### config.mk
export PLATFORM = sky130hd
export DESIGN_NAME = rgmii_rx_dly_cal
export DESIGN_NICKNAME = d
export VERILOG_FILES = /design/src/rtl/rgmii_rx_dly_cal.sv
export SDC_FILE = /design/constraint.sdc
export NUM_CORES = 1
export LEC_CHECK = 0
export BUFFER_PORTS_ARGS = -buffer_cell sky130_fd_sc_hd__buf_2
export CAP_MARGIN = 20
export CORE_MARGIN = 8
export CORE_UTILIZATION = 53
export CTS_CLUSTER_SIZE = 20
export DETAILED_ROUTE_END_ITERATION = 16
export PLACE_DENSITY = 0.75
export SLEW_MARGIN = 5
export SYNTH_ARGS = -nofsm -noshare
export SYNTH_HDL_FRONTEND = slang
export SYNTH_SLANG_ARGS = --single-unit
### constraint.sdc
create_clock -name clk -period 3.6 [get_ports clk]
set_input_delay 0.18 -clock clk [delete_from_list [all_inputs] [get_ports clk]]
set_output_delay 0.18 -clock clk [all_outputs]
set_load 0.005 [all_outputs]
### src/rtl/rgmii_rx_dly_cal.sv
// RGMII RX input-delay calibration controller.
// Sweeps the shared IODELAY tap (all five lanes together), scores each tap
// against the received preamble, then parks at the centre of the widest
// passing window.
module rgmii_rx_dly_cal #(
   parameter int STATIC_DLY     = 63,
   parameter int MAX_TAP        = 127,
   parameter int FRAMES_PER_TAP = 4,
   parameter int PRE_SAMPLES    = 6,
   parameter int SETTLE         = 8,
   parameter int TIMEOUT        = 1 << 20
) (
   input  logic       clk,
   input  logic       rst,
   input  logic       start,
   input  logic [9:0] q_in,
   input  logic       df,
   output logic       sdtap,
   output logic       value,
   output logic       setn,
   output logic [6:0] cur_tap,
   output logic [6:0] win_lo,
   output logic [6:0] win_hi,
   output logic       busy,
   output logic       locked,
   output logic       cal_fail
);
   localparam logic [9:0] PRE_PAT    = 10'h2B5;
   localparam int         CW         = (SETTLE < 1) ? 1 : $clog2(SETTLE + 1);
   localparam int         TW         = $clog2(TIMEOUT + 1);
   localparam int         FW         = $clog2(FRAMES_PER_TAP + 1);
   localparam int         SW         = $clog2(PRE_SAMPLES + 1);
   localparam logic [6:0] STATIC_TAP = 7'(STATIC_DLY);
   localparam logic [6:0] MAX_T      = 7'(MAX_TAP);

   typedef enum logic [2:0] {IDLE, LOAD, RWND, MEAS, NEXT, SEEK, DONE, FAIL} state_t;
   state_t state, state_n;

   logic [CW-1:0] cnt;        // settle countdown after any delay change
   logic [TW-1:0] tmo;        // cycles since last frame start in this tap
   logic [FW-1:0] frames;     // frames fully scored at this tap
   logic [SW-1:0] win_cnt;    // samples still to score in the current frame
   logic          err;        // tap-error flag
   logic          ctl_q, df_q, df_seen;
   logic [6:0]    run_lo;
   logic [7:0]    run_len, best_len;
   logic          ld, step, dir, step_ok;

   // Scoring datapath: frame start is a rising edge of CTL (both halves);
   // a start inside an active scoring window is just more of the same frame.
   logic       ctl_hi, in_win, new_frame, settling, scoring, last_smp;
   logic       smp_err, frame_done, tap_done, tap_pass;
   logic [7:0] tap_sum;
   logic [6:0] target;

   assign ctl_hi     = q_in[4] & q_in[9];
   assign in_win     = (win_cnt != '0);
   assign new_frame  = ctl_hi & ~ctl_q & ~in_win;
   assign settling   = (cnt != '0);
   assign scoring    = (state == MEAS) && !settling && (in_win || new_frame);
   assign last_smp   = in_win ? (win_cnt == SW'(1)) : (PRE_SAMPLES == 1);
   assign smp_err    = (q_in != PRE_PAT);
   assign frame_done = scoring && last_smp;
   assign tap_done   = frame_done && (frames == FW'(FRAMES_PER_TAP - 1));
   assign tap_pass   = !(err || smp_err);
   assign tap_sum    = {1'b0, win_lo} + {1'b0, win_hi};
   assign target     = tap_sum[7:1];
   assign step_ok    = step && (dir ? (cur_tap != '0) : (cur_tap != MAX_T));

   assign busy     = !(state == IDLE || state == DONE || state == FAIL);
   assign locked   = (state == DONE);
   assign cal_fail = (state == FAIL);

   // State register.
   always_ff @(posedge clk or posedge rst) begin
      if (rst) state <= IDLE;
      else     state <= state_n;
   end

   // Next-state and step requests; IDLE always launches a calibration so
   // reset release behaves like a start pulse.
   always_comb begin
      state_n = state;
      ld      = 1'b0;
      step    = 1'b0;
      dir     = 1'b0;
      case (state)
         IDLE: begin state_n = LOAD; ld = 1'b1; end
         LOAD: if (!settling) state_n = RWND;
         RWND: if (!settling) begin
                  if (cur_tap != '0) begin step = 1'b1; dir = 1'b1; end
                  else state_n = MEAS;
               end
         MEAS: if (!settling) begin
                  if (tap_done) state_n = NEXT;
                  else if (!new_frame && tmo == TW'(TIMEOUT - 1)) state_n = FAIL;
               end
         NEXT: if (cur_tap == MAX_T || df_seen) state_n = SEEK;
               else begin step = 1'b1; state_n = MEAS; end
         SEEK: if (best_len == '0) state_n = FAIL;
               else if (!settling) begin
                  if (cur_tap != target) begin step = 1'b1; dir = 1'b1; end
                  else state_n = DONE;
               end
         DONE, FAIL: if (start) begin state_n = LOAD; ld = 1'b1; end
         default: state_n = IDLE;
      endcase
   end

   // Delay controls, tap tracking, per-tap scoring and window bookkeeping.
   always_ff @(posedge clk or posedge rst) begin
      if (rst) begin
         sdtap    <= 1'b0;
         value    <= 1'b0;
         setn     <= 1'b0;
         cur_tap  <= STATIC_TAP;
         win_lo   <= '0;
         win_hi   <= '0;
         cnt      <= '0;
         tmo      <= '0;
         frames   <= '0;
         win_cnt  <= '0;
         err      <= 1'b0;
         ctl_q    <= 1'b0;
         df_q     <= 1'b0;
         df_seen  <= 1'b0;
         run_lo   <= '0;
         run_len  <= '0;
         best_len <= '0;
      end else begin
         sdtap <= ld;
         value <= 1'b0;
         ctl_q <= ctl_hi;
         df_q  <= df;
         if (state == MEAS && df && !df_q) df_seen <= 1'b1;

         if (ld) begin
            cur_tap  <= STATIC_TAP;
            cnt      <= CW'(SETTLE);
            win_lo   <= '0;
            win_hi   <= '0;
            run_lo   <= '0;
            run_len  <= '0;
            best_len <= '0;
            df_seen  <= 1'b0;
         end else if (step_ok) begin
            value   <= 1'b1;
            setn    <= dir;
            cur_tap <= dir ? cur_tap - 7'd1 : cur_tap + 7'd1;
            cnt     <= CW'(SETTLE);
         end else if (settling) begin
            cnt <= cnt - CW'(1);
         end

         if (state != MEAS || settling || tap_done) begin
            tmo     <= '0;
            win_cnt <= '0;
            frames  <= '0;
            err     <= 1'b0;
         end else begin
            tmo <= new_frame ? '0 : tmo + TW'(1);
            if (scoring) begin
               err     <= err | smp_err;
               win_cnt <= in_win ? win_cnt - SW'(1) : SW'(PRE_SAMPLES - 1);
               if (frame_done) frames <= frames + FW'(1);
            end
         end

         // Strictly-longer replacement keeps the earliest of equal windows.
         if (tap_done) begin
            if (tap_pass) begin
               run_len <= run_len + 8'd1;
               if (run_len == '0) run_lo <= cur_tap;
               if ((run_len + 8'd1) > best_len) begin
                  best_len <= run_len + 8'd1;
                  win_lo   <= (run_len == '0) ? cur_tap : run_lo;
                  win_hi   <= cur_tap;
               end
            end else begin
               run_len <= '0;
            end
         end
      end
   end
endmodule

==> impl_results.md, run 1 <==
- Status: finished clean
- Post-synthesis simple-gate area fraction: 19.7%
- CP arrival: 3830 ps
- Setup crit start kind: flip-flop
- Total Power: about 1.7 mW
- # rows: 35
- Post-synth top area share: between 30% and 40%
- CTS tree: yes
- Number of flops mapped to enable cells by yosys: 0
- DRT antenna net count: 0
- FF+latch area: roughly 2100 sq um
- Final period utilization: between 90% and 100%
- Final min period: around 3600 ps
- Leak: 2.72 nW
- CTS sink cnt: 85
- CP Capture Type: flip-flop
- Hold Vio Cnt, Final: 0
- Adder-cell share of the synthesized area: 7.36%
- WP data required: around 3800 ps
- Per-cell routed wire length: 17.7 um
- Gr usage total: between 10% and 20%
- Port buffer count: 40
- Initial antenna violation count: 0
- Bufs on Longest Clock Path: 2
- Reg clk slew, reported paths: 90 ps
- Clock Latency Late Sink: 360 ps
- Worst stage delay on the critical path: ~430 ps
- Mapped cell area: 4960 sq um
- DIE AREA: 12700 sq um
- F_max: approximately 280 MHz
- Die width: 113 um
- Drt total wl: 12.8 mm
- Boundary Pins: 41
- PD cells: 290 nW/um^2
- Final nets: 649
- Vias: 4264
- Ant diodes: 0
- WP buf/inv: 2
- Placement Setup Slack: -103 ps
- Worst path slowest cell: or3_4
- P&R area growth vs syn: 21.3%
- Cell with the most instances after synthesis: dfrtp_1
- Fin worst setup slack: between 0.15 and 0.2 ps
- Synth async-reset ratio: 100%
- Post-synthesis sequential area ratio: between 40% and 50%
- Final core occ: approximately 66%
- Pin count of the biggest net entering global routing: 60
- Number of global-route vias before repair: 4102
- H-tree depth: 3
- Top Family by Delay on Critical Path: compound AO/OA/AOI/OAI gates
- Synth Instances: 532
- Clock skew: about 13 ps
- DR iter-0 viols: ~240
- Synth area leaders: dfrtp_1 40%, ha_1 6.6%, nand2_1 5.0%
- Core box area: ~9000 sq um
- Seq cells post-synth: 85
- Root Buffer: clkbuf_8
- Filler cells: 708
- Largest family of logic cells by synthesized area: simple AND/OR/NAND/NOR gates
- Yosys warns: 0
- Max cap viols: 0
- Worst hold path class: input port to flip-flop
- Setup Crit Path Kind: flip-flop to flip-flop
- Worst vdd ir: 171 uV
- Unrepaired setup endpoints after global routing: yes
- First drt pass iteration count: 6
- Area share of xor/xnor cells in the synthesized design: roughly 6.4%
- Avg Cell Area, Syn: approximately 9.3 sq um
- Gp weighted congestion: about 0.91
- Top post-synthesis cells by count: 79 x dfrtp_1, 66 x nand2_1, 62 x nor2_1
- CTS Buf Count: 9
- CP Cell Sequence: inv_1 -> fa_2 -> nand2b_4 -> a21oi_2 -> a2111oi_0 -> or3_4 -> a31oi_4 -> o21ai_2 -> buf_4 -> fa_2 -> nor2b_4 -> o21ai_2 -> a21oi_2 -> o21a_2 -> nor3_2 -> o2111ai_2 -> o221ai_2
- Area of the multi-input gates: 2850 sq um
- Gr ovfl total: 0
- Post-synthesis compound-gate area fraction: 14.1%
- Slew HR: 55.6%
- Worst slew pin tran: 665 ps
- Starting density of the core: 54.2%
- Via density: roughly 5.9
- Share of cells above drive strength 1: 24.1%
- Slew Viols, Final: 0
- Global-route wire length before repair: 19.5 mm
- Residual DRC: 0
- Multiplexer area fraction after synthesis: under 10%
- Synth Net Count: between 500 and 600
- Critical path fanouts, max: 3
- Die Ht: about 110 um
- Synth cell types: 62
- Yosys top cell by area: dfrtp_1
- Endpoints failing setup: 0
- DP HPWL: 8.03 mm
- Top FF cell, synth: dfrtp_1
## tightest hold or removal path: cells and delay by family
family	cells	cell delay, ps
and+or+nand+nor	1	90
buffers and inverters	2	140
## worst paths after layout
| check | startpoint | cells after the start | slack, ps | endpoint |
|---|---|---|---|---|
| max | win_lo[1] | 17 | 0.2 | cur_tap[6] |
| min | q_in[9] | 3 | 90 | ctl_q |
| max reg2reg | win_lo[1] | 17 | 0.2 | cur_tap[6] |
| min reg2reg | tmo[0] | 1 | 500 | tmo[0] |
| max in group asynchronous | rst | 4 | 2680 | cur_tap[3] |
| min in group asynchronous | rst | 3 | 280 | tmo[7] |
## state kept, by name, indices dropped and copies added, names as in the netlist, 3 cells and up
signal and flops:
tmo 21, run_lo 7, frames 3, win_cnt 3
win_lo 7, cnt 4, state 3, best_len 8
run_len 8, cur_tap 7, win_hi 7
## through the flow
stage	hold slack, ps	TNS (ps)	area, sq um	std cells
after floorplan	211	0	4980	532
after global placement	334	0	5440	689
after detailed placement	337	-192	5440	689
after CTS	57.4	0	5800	718
after global routing	111	-286	6020	722
final	92.5	0	6020	722
## timing repair
action	CTS	global route
setup buffers	14	2
endpoints found under the setup margin	2	2
pin swaps	7	17
hold endpoints to repair	1	9
resized for setup	6	33
hold buffers	1	1
## area by class of cell
type                            count  area share [%]
Tap cell                          111            2.31
Inverter                           38            2.39
Clock inverter                      4            1.21
Multi-Input combinational cell    395            47.3
Timing Repair Buffer               78            8.94
Sequential cell                    85            35.5
Clock buffer                       11            2.35
## layer usage
metal	global-route usage (%)	share of wire (%)	vias to the layer above
met1	22.9	40	2101
met4	9.35	3.1	0
met3	3.41	5.5	41
met2	31.4	51	125
li1	-	-	1997
met5	0	0	-
## layout by cell type, fill, tap and decap left out, types with 5 or more instances in the layout
master    count
nor3_1        9
nor4_1        5
nand4_1       6
buf_4        30
dfstp_2       6
buf_2        40
a22oi_2       6
clkbuf_8     10
nor2_1       61
nand2_1      66
ha_1         21
and3_1        5
nand3_1      21
a21oi_2       5
a21o_1        6
inv_1        36
mux2i_1      23
ha_4          5
dfrtp_1      79
a21oi_1      22
xor2_1       20
xnor2_1      15
o21ai_0      23
## power by group
group / switching [mW] / internal (mW)
Combinational: 0.0244 / 0.0121
Clock: 0.350 / 0.406
Sequential: 0.000361 / 0.955
Total: 0.375 / 1.37
## logic make-up (layout without fill, tap and decap cells)
group	count (synthesis)	count (layout)
AO/OA/AOI/OAI	100	100
XOR/XNOR	36	36
adder cells (fa/ha/maj)	28	28
buffers and inverters	52	131
flip-flops	85	85
multiplexers	26	26
AND/OR/NAND/NOR	205	205
No activity file was read; power rests on OpenSTA's default activity.
==> run 2: changes to the inputs <==
CORE_ASPECT_RATIO = 2   (was default)
RECOVER_POWER = 100   (was default)
REMOVE_ABC_BUFFERS = 1   (was default)
==> impl_results.md, run 2 (synthesis gave the netlist of run 1 again) <==
- Status: complete, but fails checks (was finished clean)
- Failing checks: max-capacitance violations, max-slew violations
- Endpoints failing setup: 0 (unchanged)
- Clock Latency Late Sink: 340 ps (was 360 ps)
- Critical path fanouts, max: 3 (unchanged)
- Number of global-route vias before repair: 4482 (was 4102)
- Most frequent cells in the layout: 79 x dfrtp_1, 66 x nand2_1, 60 x nor2_1 (was 79 x dfrtp_1, 66 x nand2_1, 61 x nor2_1)
- Residual DRC: 0 (unchanged)
- Worst min-delay path startpoint: q_in[9] (unchanged)
- Min Hold Slack: 95.8 ps (was 92.5 ps)
- DR iter-0 viols: 361 (was 236)
- Die width: 84.4 um (was 113 um)
- H-tree depth: 3 (unchanged)
- Clk pwr share: 50.1% (was 43.2%)
- Sw frac: 19.8% (was 21.5%)
- CP arrival: 3810 ps (was 3830 ps)
- Per-cell routed wire length: 16.9 um (was 17.7 um)
- Worst Hold Path EP: ctl_q (unchanged)
- Part of the power in registers: 48.3% (was 54.7%)
- Gp weighted congestion: 0.876 (was 0.906)
- Commonest non-fill, non-tap cell in the layout: dfrtp_1 (unchanged)
- Gr ovfl total: 0 (unchanged)
- Root Buffer: clkbuf_16 (was clkbuf_8)
- First drt pass iteration count: 4 (was 6)
- Filler cells: 748 (was 708)
- F_max: 278 MHz (about the same)
- Psw: 0.392 mW (was 0.375 mW)
- Via density: 5.84 (was 5.91)
- Clock skew: 10.5 ps (was 12.8 ps)
- Met3 usage: 3.81% (was 3.41%)
- Max cap viols: 1 (was 0)
- Drt total wl: 12.2 mm (was 12.8 mm)
- Met1 usage: 18.8% (was 22.9%)
- Vias: 4225 (was 4264)
- WP data required: 3810 ps (was 3830 ps)
- Met2 usage: 35.7% (was 31.4%)
- Worst slew pin tran: 1600 ps (was 665 ps)
- Largest reg by FF count: tmo (unchanged)
- GR peak layer: met2 (unchanged)
- CTS Buf Count: 9 (unchanged)
- Bufs on Longest Clock Path: 2 (unchanged)
- Global-route wire length before repair: 19.9 mm (was 19.5 mm)
- P&R area growth vs syn: 20.9% (was 21.3%)
- Cell internal pwr: 1.59 mW (was 1.37 mW)
- Pin count of the biggest net entering global routing: 49 (was 60)
- CTS sink cnt: 85 (unchanged)
- Final nets: 656 (was 649)
- Boundary Pins: 41 (unchanged)
- Top flop regs: tmo: 21 flops, best_len: 8 flops, run_len: 8 flops (unchanged)
- Share of cells above drive strength 1: 19.7% (was 24.1%)
- Core box area: 9260 sq um (was 9150 sq um)
- DIE AREA: 12900 sq um (was 12700 sq um)
- PD cells: 331 nW/um^2 (was 290 nW/um^2)
- # rows: 50 (was 35)
- Worst vdd ir: 274 uV (was 171 uV)
- Hold Crit Depth: 3 (unchanged)
- Hold Vio Cnt, Final: 0 (unchanged)
- Final core occ: 64.8% (was 65.8%)
- Worst hold path class: input port to flip-flop (unchanged)
- Port buffer count: 40 (unchanged)
- Final period utilization: 100% (about the same)
- Final min period: 3600 ps (about the same)
- Starting density of the core: 53.6% (was 54.2%)
- Reg clk slew, reported paths: 60 ps (was 90 ps)
- DRT antenna net count: 0 (unchanged)
- Initial antenna violation count: 0 (unchanged)
- Leak: 2.68 nW (was 2.72 nW)
- Slew HR: -7.08% (was 55.6%)
- CTS tree: yes (unchanged)
- Setup crit start kind: flip-flop (unchanged)
- Cell depth of the worst flop-to-flop path: 17 (unchanged)
- Comb power frac: 1.6% (was 2.1%)
- Reg2reg setup slack: 1 ps (was 0.2 ps)
- Reg2reg end: cur_tap[6] (unchanged)
- Setup Crit Path Kind: flip-flop to flip-flop (unchanged)
- Gr usage total: 18.9% (was 18.8%)
- Ant diodes: 0 (unchanged)
- Reg2Reg Launch Point: win_hi[3] (was win_lo[1])
- CP Capture Type: flip-flop (unchanged)
- Die Ht: 153 um (was 113 um)
- Slew Viols, Final: 39 (was 0)
- DP HPWL: 8.80 mm (was 8.03 mm)
- Largest register FFs: 21 (unchanged)
==> run 2: metrics by stage <==
| step | setup WS [ps] | area [sq um] | total power [mW] | setup TNS [ps] | instances |
|---|---|---|---|---|---|
| finish | 1.18 | 6000 | 1.98 | 0 | 723 |
| global route | -120 | 6000 | 2.04 | -145 | 723 |
| CTS | 6.65 | 5910 | 2.00 | 0 | 718 |
| detailed placement | -258 | 5500 | 1.01 | -286 | 695 |
| global placement | -105 | 5500 | 1.01 | -105 | 695 |
| floorplan | -179 | 4900 | 0.992 | -265 | 518 |
==> run 2: cell type report <==
cell class | count | area [sq um] | area share [%]
clock buffer | 12 | 246 | 4.11
multi-input combinational | 395 | 2790 | 46.5
sequential | 85 | 2130 | 35.6
inverter | 38 | 144 | 2.40
tap | 104 | 130 | 2.17
timing repair buffer | 85 | 478 | 7.97
clock inverter | 4 | 72.6 | 1.21
==> run 2: timing repair <==
item | 4_1_cts | 5_1_grt
cloned | 0 | 0
hold buffers | 2 | 0
buffers inserted | 5 | 5
pin swaps | 6 | 20
setup endpoints to repair | 2 | 2
endpoints found under the hold margin | 38 | 0
resized for setup | 10 | 29
==> run 2: worst max path at each step <==
stage / from / endpoint / cells after the start
after floorplan: win_lo[1] / cur_tap[6] / 16
after global placement: win_lo[1] / cur_tap[6] / 16
after detailed placement: win_lo[1] / cur_tap[6] / 16
after CTS: win_lo[1] / cur_tap[6] / 16
after global routing: win_hi[3] / cur_tap[6] / 16
final: win_hi[3] / cur_tap[6] / 17
==> run 2: power groups by stage <==
stage	Clock [mW]	Combinational [mW]	Sequential, mW
floorplan	0	0.0178	0.974
global placement	0	0.0311	0.974
detailed placement	0	0.0327	0.975
CTS	1.01	0.0346	0.957
global route	1.05	0.0374	0.957
finish	0.994	0.0319	0.957
==> run 2: worst max-delay path: stages (launching register included) <==
cell and delay [ps]:
dfrtp_1 400, ha_1 330, nor2_4 160, a21oi_4 60
buf_4 140, a41o_1 220, or3_4 410, a31oi_4 190
o21ai_2 90, buf_4 150, fa_2 340, nor2b_2 130
o21ai_2 80, a21oi_2 150, o21a_1 230, nor3_1 80
o2111ai_1 160, o221ai_2 150
==> run 2: layer usage <==
metal	vias up	wire length [um]	share of wire, %
met4	0	387	3.2
met3	29	420	3.4
met5	-	0	0
met2	105	6810	56
met1	2081	4590	38
li1	2010	-	-
